===== config.mk =====
export PLATFORM = sky130hd
export DESIGN_NAME = or1200_cust5_lanebuf
export DESIGN_NICKNAME = d
export VERILOG_FILES = /design/src/rtl/or1200_cust5_pkg.sv /design/src/rtl/or1200_cust5_wordram.sv /design/src/rtl/or1200_cust5_lanebuf.sv
export SDC_FILE = /design/constraint.sdc
export NUM_CORES = 2
export LEC_CHECK = 0
export ABC_AREA = 1
export ABC_CLOCK_PERIOD_IN_PS = 12800
export CORE_ASPECT_RATIO = 1.4
export CORE_MARGIN = 2
export CORE_UTILIZATION = 35
export DETAILED_ROUTE_END_ITERATION = 6
export PLACE_DENSITY = 0.59
export SYNTH_ARGS = -nofsm -noshare
export SYNTH_HDL_FRONTEND = slang
export SYNTH_SLANG_ARGS = --single-unit

===== constraint.sdc =====
create_clock -name clk -period 12.8 [get_ports clk]
set_input_delay 2.56 -clock clk [delete_from_list [all_inputs] [get_ports clk]]
set_output_delay 2.56 -clock clk [all_outputs]
set_load 0.01 [all_outputs]

===== src/rtl/or1200_cust5_pkg.sv =====
// Shared constants for the l.cust5 lane buffer: op-code field values and FSM encoding.
package or1200_cust5_pkg;

    localparam int unsigned CUST5_OP_W  = 5;
    localparam int unsigned CUST5_IDX_W = 6;

    localparam logic [CUST5_OP_W-1:0] OPC_START  = 5'b00100;
    localparam logic [CUST5_OP_W-1:0] OPC_MIDDLE = 5'b00010;
    localparam logic [CUST5_OP_W-1:0] OPC_END    = 5'b00001;
    localparam logic [CUST5_OP_W-1:0] OPC_READ   = 5'b01000;

    typedef enum logic [2:0] {
        ST_IDLE = 3'd0,
        ST_LOAD = 3'd1,
        ST_FEED = 3'd2,
        ST_WAIT = 3'd3,
        ST_DONE = 3'd4
    } lanebuf_state_e;

endpackage


===== src/rtl/or1200_cust5_wordram.sv =====
// Word storage with one write port and one registered read port.
// The read register holds when idle and can be zeroed, so it can drive a port directly.
module or1200_cust5_wordram #(
    parameter  int unsigned DW    = 32,
    parameter  int unsigned DEPTH = 16,
    localparam int unsigned AW    = (DEPTH > 1) ? $clog2(DEPTH) : 1
) (
    input  logic          clk,
    input  logic          rst,
    input  logic          we_i,
    input  logic [AW-1:0] waddr_i,
    input  logic [DW-1:0] wdata_i,
    input  logic          rd_en_i,
    input  logic          rd_clr_i,
    input  logic [AW-1:0] raddr_i,
    output logic [DW-1:0] rdata_o
);

    logic [DW-1:0] mem_q [DEPTH];
    logic [DW-1:0] rdata_q;

    // Storage array, no reset needed: unwritten entries are never returned.
    always_ff @(posedge clk) begin
        if (we_i) begin
            mem_q[waddr_i] <= wdata_i;
        end
    end

    // Read register: clear has priority, otherwise load on enable, else hold.
    always_ff @(posedge clk) begin
        if (rst || rd_clr_i) begin
            rdata_q <= '0;
        end else if (rd_en_i) begin
            rdata_q <= mem_q[raddr_i];
        end
    end

    assign rdata_o = rdata_q;

endmodule


===== src/rtl/or1200_cust5_lanebuf.sv =====
// l.cust5 lane buffer: collects operands from the pipeline, streams them to an
// engine, captures the engine's results and serves indexed reads back to the pipeline.
module or1200_cust5_lanebuf
    import or1200_cust5_pkg::*;
#(
    parameter int unsigned DW        = 32,
    parameter int unsigned IN_DEPTH  = 25,
    parameter int unsigned OUT_DEPTH = 16
) (
    input  logic                   clk,
    input  logic                   rst,
    input  logic                   ex_freeze,
    input  logic                   op_valid,
    input  logic [CUST5_OP_W-1:0]  op_code,
    input  logic [CUST5_IDX_W-1:0] op_index,
    input  logic [DW-1:0]          op_data,
    output logic                   op_stall,
    output logic [DW-1:0]          rd_data,
    output logic                   rd_valid,
    output logic                   err,
    output logic                   eng_in_valid,
    output logic [DW-1:0]          eng_in_data,
    output logic                   eng_in_last,
    input  logic                   eng_in_ready,
    input  logic                   eng_out_valid,
    input  logic [DW-1:0]          eng_out_data,
    input  logic                   eng_out_last
);

    localparam int unsigned ICW = $clog2(IN_DEPTH + 1);
    localparam int unsigned OCW = $clog2(OUT_DEPTH + 1);
    localparam int unsigned IAW = (IN_DEPTH > 1) ? $clog2(IN_DEPTH) : 1;
    localparam int unsigned OAW = (OUT_DEPTH > 1) ? $clog2(OUT_DEPTH) : 1;
    localparam int unsigned RCW = CUST5_IDX_W + 1;

    lanebuf_state_e         state_q, state_d;
    logic [ICW-1:0]         in_cnt_q, in_cnt_d;
    logic [ICW-1:0]         ptr_q, ptr_d;
    logic [OCW-1:0]         out_cnt_q, out_cnt_d;
    logic                   err_q, err_d;
    logic                   pend_q, pend_d;
    logic [CUST5_IDX_W-1:0] pend_idx_q, pend_idx_d;
    logic                   rd_valid_q, rd_valid_d;
    logic                   in_valid_q, in_valid_d;
    logic                   in_last_q, in_last_d;

    logic                   op_acc;
    logic                   in_full;
    logic                   op_stall_c;
    logic                   rd_go;
    logic [CUST5_IDX_W-1:0] rd_idx;

    logic                   opr_we, opr_rd_en, opr_rd_clr;
    logic [IAW-1:0]         opr_waddr, opr_raddr;
    logic                   res_we, res_rd_en, res_rd_clr;
    logic [OAW-1:0]         res_waddr, res_raddr;

    assign op_acc  = op_valid && !ex_freeze;
    assign in_full = (in_cnt_q == ICW'(IN_DEPTH));

    // State and counter registers.
    always_ff @(posedge clk) begin
        if (rst) begin
            state_q    <= ST_IDLE;
            in_cnt_q   <= '0;
            ptr_q      <= '0;
            out_cnt_q  <= '0;
            err_q      <= 1'b0;
            pend_q     <= 1'b0;
            pend_idx_q <= '0;
            rd_valid_q <= 1'b0;
            in_valid_q <= 1'b0;
            in_last_q  <= 1'b0;
        end else begin
            state_q    <= state_d;
            in_cnt_q   <= in_cnt_d;
            ptr_q      <= ptr_d;
            out_cnt_q  <= out_cnt_d;
            err_q      <= err_d;
            pend_q     <= pend_d;
            pend_idx_q <= pend_idx_d;
            rd_valid_q <= rd_valid_d;
            in_valid_q <= in_valid_d;
            in_last_q  <= in_last_d;
        end
    end

    // Next-state: operand feed, result capture, stalled read, then pipeline ops (start wins).
    always_comb begin
        state_d    = state_q;
        in_cnt_d   = in_cnt_q;
        ptr_d      = ptr_q;
        out_cnt_d  = out_cnt_q;
        err_d      = err_q;
        pend_d     = pend_q;
        pend_idx_d = pend_idx_q;
        rd_valid_d = 1'b0;
        in_valid_d = in_valid_q;
        in_last_d  = in_last_q;
        op_stall_c = 1'b0;
        rd_go      = 1'b0;
        rd_idx     = '0;
        opr_we     = 1'b0;
        opr_waddr  = '0;
        opr_rd_en  = 1'b0;
        opr_rd_clr = 1'b0;
        opr_raddr  = '0;
        res_we     = 1'b0;
        res_waddr  = '0;
        res_rd_en  = 1'b0;
        res_rd_clr = 1'b1;
        res_raddr  = '0;

        if (state_q == ST_FEED && in_valid_q && eng_in_ready) begin
            if (in_last_q) begin
                in_valid_d = 1'b0;
                in_last_d  = 1'b0;
                opr_rd_clr = 1'b1;
                state_d    = ST_WAIT;
            end else begin
                opr_rd_en = 1'b1;
                opr_raddr = IAW'(ptr_q);
                ptr_d     = ptr_q + ICW'(1);
                in_last_d = (ptr_q == in_cnt_q - ICW'(1));
            end
        end

        if (state_q == ST_FEED || state_q == ST_WAIT) begin
            if (eng_out_valid) begin
                if (out_cnt_q < OCW'(OUT_DEPTH)) begin
                    res_we    = 1'b1;
                    res_waddr = OAW'(out_cnt_q);
                    out_cnt_d = out_cnt_q + OCW'(1);
                end else begin
                    err_d = 1'b1;
                end
                if (eng_out_last) begin
                    state_d    = ST_DONE;
                    in_valid_d = 1'b0;
                    in_last_d  = 1'b0;
                    opr_rd_en  = 1'b0;
                    opr_rd_clr = 1'b1;
                end
            end
        end else if (eng_out_valid) begin
            err_d = 1'b1;
        end

        if (pend_q) begin
            if (state_q == ST_DONE) begin
                rd_go  = 1'b1;
                rd_idx = pend_idx_q;
                pend_d = 1'b0;
            end else begin
                op_stall_c = 1'b1;
            end
        end

        if (op_acc) begin
            case (op_code)
                OPC_START: begin
                    opr_we     = 1'b1;
                    opr_waddr  = '0;
                    in_cnt_d   = ICW'(1);
                    ptr_d      = '0;
                    out_cnt_d  = '0;
                    err_d      = 1'b0;
                    pend_d     = 1'b0;
                    op_stall_c = 1'b0;
                    rd_go      = 1'b0;
                    res_we     = 1'b0;
                    in_valid_d = 1'b0;
                    in_last_d  = 1'b0;
                    opr_rd_en  = 1'b0;
                    opr_rd_clr = 1'b1;
                    state_d    = ST_LOAD;
                end
                OPC_MIDDLE: begin
                    if (state_q == ST_LOAD && !in_full) begin
                        opr_we    = 1'b1;
                        opr_waddr = IAW'(in_cnt_q);
                        in_cnt_d  = in_cnt_q + ICW'(1);
                    end else begin
                        err_d = 1'b1;
                    end
                end
                OPC_END: begin
                    if (state_q == ST_LOAD && !in_full) begin
                        opr_we     = 1'b1;
                        opr_waddr  = IAW'(in_cnt_q);
                        in_cnt_d   = in_cnt_q + ICW'(1);
                        opr_rd_en  = 1'b1;
                        opr_raddr  = '0;
                        ptr_d      = ICW'(1);
                        in_valid_d = 1'b1;
                        in_last_d  = (in_cnt_q == '0);
                        state_d    = ST_FEED;
                    end else begin
                        err_d = 1'b1;
                    end
                end
                OPC_READ: begin
                    if (state_q == ST_IDLE || state_q == ST_DONE) begin
                        rd_go  = 1'b1;
                        rd_idx = op_index;
                        pend_d = 1'b0;
                    end else begin
                        pend_d     = 1'b1;
                        pend_idx_d = op_index;
                        op_stall_c = 1'b1;
                    end
                end
                default: ;
            endcase
        end

        if (rd_go) begin
            rd_valid_d = 1'b1;
            res_raddr  = OAW'(rd_idx);
            if (RCW'(rd_idx) < RCW'(out_cnt_q)) begin
                res_rd_en  = 1'b1;
                res_rd_clr = 1'b0;
            end
        end
    end

    or1200_cust5_wordram #(
        .DW    (DW),
        .DEPTH (IN_DEPTH)
    ) u_opr_ram (
        .clk      (clk),
        .rst      (rst),
        .we_i     (opr_we),
        .waddr_i  (opr_waddr),
        .wdata_i  (op_data),
        .rd_en_i  (opr_rd_en),
        .rd_clr_i (opr_rd_clr),
        .raddr_i  (opr_raddr),
        .rdata_o  (eng_in_data)
    );

    or1200_cust5_wordram #(
        .DW    (DW),
        .DEPTH (OUT_DEPTH)
    ) u_res_ram (
        .clk      (clk),
        .rst      (rst),
        .we_i     (res_we),
        .waddr_i  (res_waddr),
        .wdata_i  (eng_out_data),
        .rd_en_i  (res_rd_en),
        .rd_clr_i (res_rd_clr),
        .raddr_i  (res_raddr),
        .rdata_o  (rd_data)
    );

    assign op_stall     = op_stall_c;
    assign rd_valid     = rd_valid_q;
    assign err          = err_q;
    assign eng_in_valid = in_valid_q;
    assign eng_in_last  = in_last_q;

endmodule


# Word level (Yosys, flattened, before mapping)
# Memories as Yosys holds them, arrays and structs flattened. A register that Yosys moved wholly into a read port is not among the register bits.
# Index checks and enable logic that the tools add are counted.
# W data, S select, Z words.
# word_totals
regBits,29
n_memories,2
ram_bits,1312
word_cells,151
in_bits,82
out_inout_bits,69
# mem_list
name,words,word_bits,rd,rd_ports_with_merged_regs,write_ports,line,text
u_opr_ram.mem_q,25,32,1,1,1,or1200_cust5_wordram.sv:19,logic [DW-1:0] mem_q [DEPTH];
u_res_ram.mem_q,16,32,1,1,1,or1200_cust5_wordram.sv:19,
# op_classes
order_cmp,2
n_addsub,4
bitwise,1
n_reduce_logical,16
n_eq_ne,11
mux,105
# op_table
operator,count
$mux W5,18
$mux W1,60
$mux W6,5
$mux W3,7
$pmux W5 S2,2
$mux W4,4
$pmux W1 S2,8
$add A5 B1 Y5 const B,3
$eq A3 B2 Y1 const B,2
$lt A6 B5 Y1,1
$pmux W3 S2,1
$reduce_and A3 Y1,2
$eq A5 B1 Y1 const B,1
$eq A5 B2 Y1 const B,1
$eq A5 B3 Y1 const B,1
$eq A5 B4 Y1 const B,1
$eq A5 B5 Y1,1
$eq A5 B5 Y1 const B,1
$logic_not A5 Y1,1
$lt A5 B5 Y1 const B,1
$sub A5 B1 Y5 const B,1
$logic_and A1 B1 Y1,4
$logic_or A1 B1 Y1,4
$eq A3 B1 Y1 const B,1
other kinds (7),8

# Depth between registers and ports, before layout
# depth
depth_word,10
depth_mapped,16
mapped_depth_nobuf,15

# Cells and area by module
# From an unflattened synthesis, not the netlist that was laid out.
# hier_totals
hier_cells,5285
hier_area_um2,58402.3
# modules_own_cells
module,n_inst,cells_per_inst,area_per_inst_um2,seq_area_each_um2
or1200_cust5_wordram (u_opr_ram),1,3107,34450.5,24663.7
or1200_cust5_wordram (u_res_ram),1,1878,21927.3,16015.4
or1200_cust5_lanebuf,1,300,2024.4,580.6

# Worst setup path before layout
# OpenSTA, ideal clock, no wires.
# synth_path
path_kind,in2reg
from,in op_code[1]
to,mem u_opr_ram.mem_q[24][0] (enable)
required_ps,12299
path_slack_ps,5933
path_stages,6
arrival_ps,6366
setup_ps,501
n_path_buf,0
cell_sequence,inv_1 > nand2_1 > nand4_1 > nor3_2 > inv_1 > nor4_1
# synth_between
elab_chain_cells,6
elab_cells_between_ends,10
cone_classes,3 x eq/ne; 6 x mux; 1 x reduce/logical
# synth_lines
element,line,text
from (decl),or1200_cust5_lanebuf.sv:14,"input logic [CUST5_OP_W-1:0] op_code,"
$eq A5 B1 Y1 / $eq A5 B2 Y1 (equally long branches),or1200_cust5_lanebuf.sv:160,case (op_code)
$reduce_or A2 Y1 (no source line),n/a,
$pmux W1 S2,or1200_cust5_lanebuf.sv:160,
$mux W1,or1200_cust5_lanebuf.sv:159,if (op_acc) begin
$mux W1,or1200_cust5_wordram.sv:24,if (we_i) begin
$mux W1 (not written as such),or1200_cust5_wordram.sv:25,mem_q[waddr_i] <= wdata_i;
to (decl),or1200_cust5_wordram.sv:19,
# Several ways; a longest one is shown, not always the timed one.

# Worst setup path in the final report
# layout_path
from,in ex_freeze
to,out op_stall
# layout_between
elab_chain_cells,3
# layout_lines
element,line,text
from (decl),or1200_cust5_lanebuf.sv:12,"input logic ex_freeze,"
$logic_not A1 Y1,or1200_cust5_lanebuf.sv:58,assign op_acc = op_valid && !ex_freeze;
$logic_and A1 B1 Y1,or1200_cust5_lanebuf.sv:58,
$mux W1,or1200_cust5_lanebuf.sv:159,
to (decl),or1200_cust5_lanebuf.sv:17,"output logic op_stall,"
# Every way passes these cells.

==> metrics.md <==
| Metric | Value |
|---|---|
| Status | finished clean |
| Clock Path Buffers | 3 |
| Top cells by area, synth | edfxtp_1 66%, nand3_1 7.2%, nand2_1 6.7% |
| RSZ-0062 raised after global routing | false |
| Nature of the critical path endpoint | output port |
| Hold Crit Depth | 2 |
| Yosys Warn Count | 0 |
| Row cnt | 179 |
| Clock Skews | 0.0346 ns |
| Register Area | 41,300 um2 |
| Fraction of registers with async set/reset | 0 |
| Reg2reg setup slack | 8.07 ns |
| DR WL/cell | 21.6 um |
| Core box area | 170,000 um2 |
| Global route overflow | 0 |
| Crit Reg-Reg Endpoint | u_opr_ram.rdata_o[19]$_SDFFE_PP0P_ |
| Router iterations before antenna repair | 6 |
| Clk sink count | 1,405 |
| First-pass GRT wire length | 244,000 um |
| Clock root buffer | clkbuf_16 |
| CTS tree | done |
| Vias in the first global route | 37,957 |
| Syn_area_per_cell | 11.3 um2 |
| Synth Instances | 5,309 |
| Clk slew on worst S/H paths | 0.06 ns |
| Setup-failing EPs final | 0 |
| Hold/Removal Path Class | reg2reg |
| Period minus WS final | 7.86 ns |
| Synthesized cell area | 59,800 um2 |
| 1st-iter DRT viols | 4,070 |
| Gp weighted congestion | 0.798 |
| Slew Viols, Final | 0 |
| DR vias | 39,376 |
| Die ar. | 174,000 um2 |
| Starting Density | 0.352 |
| Initial antenna violation count | 17 |
| Worst setup SP type | input pin |
| Post-route cell area | 68,500 um2 |
| Final net count | 5,445 |
| FILL cells | 16,095 |
| CP required | 10.24 ns |
| Sequential area share after synthesis | 0.690 |
| IO Pins | 151 |
| Synth Register Bits | 1,405 |
| Overall Power | 9.40 mW |
| Vias/cell | 5.09 |
| Largest net degree at the start of global routing | 238 |
| Min Hold Slack | 0.468 ns |
| Synth unique cells | 39 |
| DRC errors left | 0 |
| HP Start | u_opr_ram.rdata_o[5]$_SDFFE_PP0P_ |
| Placed Instances | 7,468 |
| PD cells | 137 nW/um2 |
| Top cell type by total area after synthesis | edfxtp_1 |
| DP HPWL | 79,900 um |
| Worst slew margin | 0.172 |
| Skew-Pair Late Insertion Delay | 0.80 ns |
| Share of cells above drive strength 1 | 0.0666 |
| Non-Filler Instances | 7,734 |
| Reg2Reg Depth | 13 |
| Synth top area share | 0.659 |
| # port buffers | 150 |
| Post-Route WL | 167,000 um |
| GRT Util Overall | 0.187 |
| Crit Path Max Fanout | 7 |
| Total setup buffers inserted after CTS | 0 |
| CP Class | in2out |
| Synthesis-to-layout area growth | 14.5% |
| Maxcap violations | 0 |
| CTS Buf Count | 144 |
| Maximum vdd ir drop | 0.126 mV |
| Antenna Nets Post-Route | 0 |
| Leak | 25.9 nW |
| Die height | 493 um |
| Worst Hold Endpoint | u_opr_ram.rdata_o[5]$_SDFFE_PP0P_ |
| Worst path arrival time | 5.30 ns |
| Worst slew pin tran | 1.24 ns |
| Number of synthesized flops with an enable pin | 1,312 |
| Synth Net Count | 5,402 |
| Final hold vios | 0 |
| Crit Reg-Reg Startpoint | state_q[2]$_SDFF_PP0_ |
| Post-cts resize count | 0 |
| CTS Hold Bufs | 0 |
| TNS Setup | 0 ns |
| CTS H-tree lvls | 4 |
| Period utilization | 0.614 |
| Die Wd | 353 um |
| Achievable Freq | 127 MHz |
| Top FF cell, synth | edfxtp_1 |
| Area of the multi-input gates | 14,700 um2 |
| Dpl cell area | 63,600 um2 |
synth_stat cells, drive strengths merged (3+ instances only):
master and n:
buf 204, nor3 10, ha 11, dfxtp 93, nand2 1078, nand4 14, a21oi 118, nand3b 374
edfxtp 1312, o21ai 126, nor2 117, o211ai 132, xor2 7, nand3 861, xnor2 4, inv 713
nor4 3, clkbuf 124
where the power goes:
part	total [mW]	switching (mW)	internal, mW
clock	4.28	1.85	2.43
sequential	5.02	0.000782	5.02
combinational	0.0997	0.0742	0.0255
total	9.40	1.92	7.47
through the flow:
step	setup WS, ns	util
after floorplan	5.93	-
final	4.94	0.403
after detailed placement	5.03	0.375
after global routing	4.81	0.403
after global placement	5.01	0.375
after CTS	5.02	0.403
routing by layer:
metal  track usage  vias to the layer above  part of all wire
li1              -                    18316                 -
met4        0.0742                       26             0.036
met5             0                        -           0.00097
met2         0.323                     1323              0.49
met1         0.231                    19354              0.41
met3        0.0365                      357             0.067
cells by family (layout without fill, tap and decap cells):
| kind of cell | after synthesis | count (layout) | share of synthesized area |
|---|---|---|---|
| xor+xnor | 11 | 11 | 0.00161 |
| flops | 1405 | 1405 | 0.690 |
| simple gates | 2458 | 2458 | 0.198 |
| other cells | 0 | 4 | 0 |
| fa+ha+maj | 11 | 11 | 0.00230 |
| buf+inv | 1041 | 1200 | 0.0698 |
| compound gates | 383 | 383 | 0.0379 |
state kept, by name (all words and copies together) (netlist names):
register,cells
ptr_q,5
in_cnt_q,5
state_q,3
err,1
pend_idx_q,6
u_opr_ram.rdata_o,32
pend_q,1
u_opr_ram.mem_q,800
eng_in_valid,1
u_res_ram.rdata_o,32
out_cnt_q,5
u_res_ram.mem_q,512
eng_in_last,1
rd_valid,1
area by class of cell:
cell class,instances,share of cell area
Antenna cell,4,0.000146
Inverter,713,0.0392
Sequential cell,1405,0.603
Clock inverter,61,0.0122
Multi-Input combinational cell,2863,0.215
Tap cell,2262,0.0413
Clock buffer,201,0.0585
Timing Repair Buffer,225,0.0307
critical path, cell delays in order:
cell and delay (ns):
clkdlybuf4s50_1 0.52, inv_1 0.06, nand2_1 0.28, nor2_1 0.09, nand2_1 0.34, inv_1 0.22, o21ai_0 0.19, nand2_1 0.09
o21ai_0 0.28, clkdlybuf4s50_1 0.67
cells in the final DEF (no fill, tap or decap), drive strengths merged, types with 118 or more instances in the layout:
| master | instances |
|---|---|
| edfxtp | 1312 |
| nand2 | 1078 |
| nand3 | 861 |
| inv | 720 |
| nand3b | 374 |
| clkbuf | 201 |
| clkdlybuf4s50 | 150 |
| o211ai | 132 |
| o21ai | 126 |
| a21oi | 118 |
worst max path at each step:
stage,start,endpoint,slack [ns],depth (start not counted)
final,ex_freeze,op_stall,4.94,10
after global routing,ex_freeze,op_stall,4.81,10
after CTS,ex_freeze,op_stall,5.02,10
after detailed placement,ex_freeze,op_stall,5.03,10
after global placement,ex_freeze,op_stall,5.01,10
after floorplan,op_code[1],u_opr_ram.mem_q[24][0]$_DFFE_PP_,5.93,6
No activity file was read; power rests on OpenSTA's default activity.
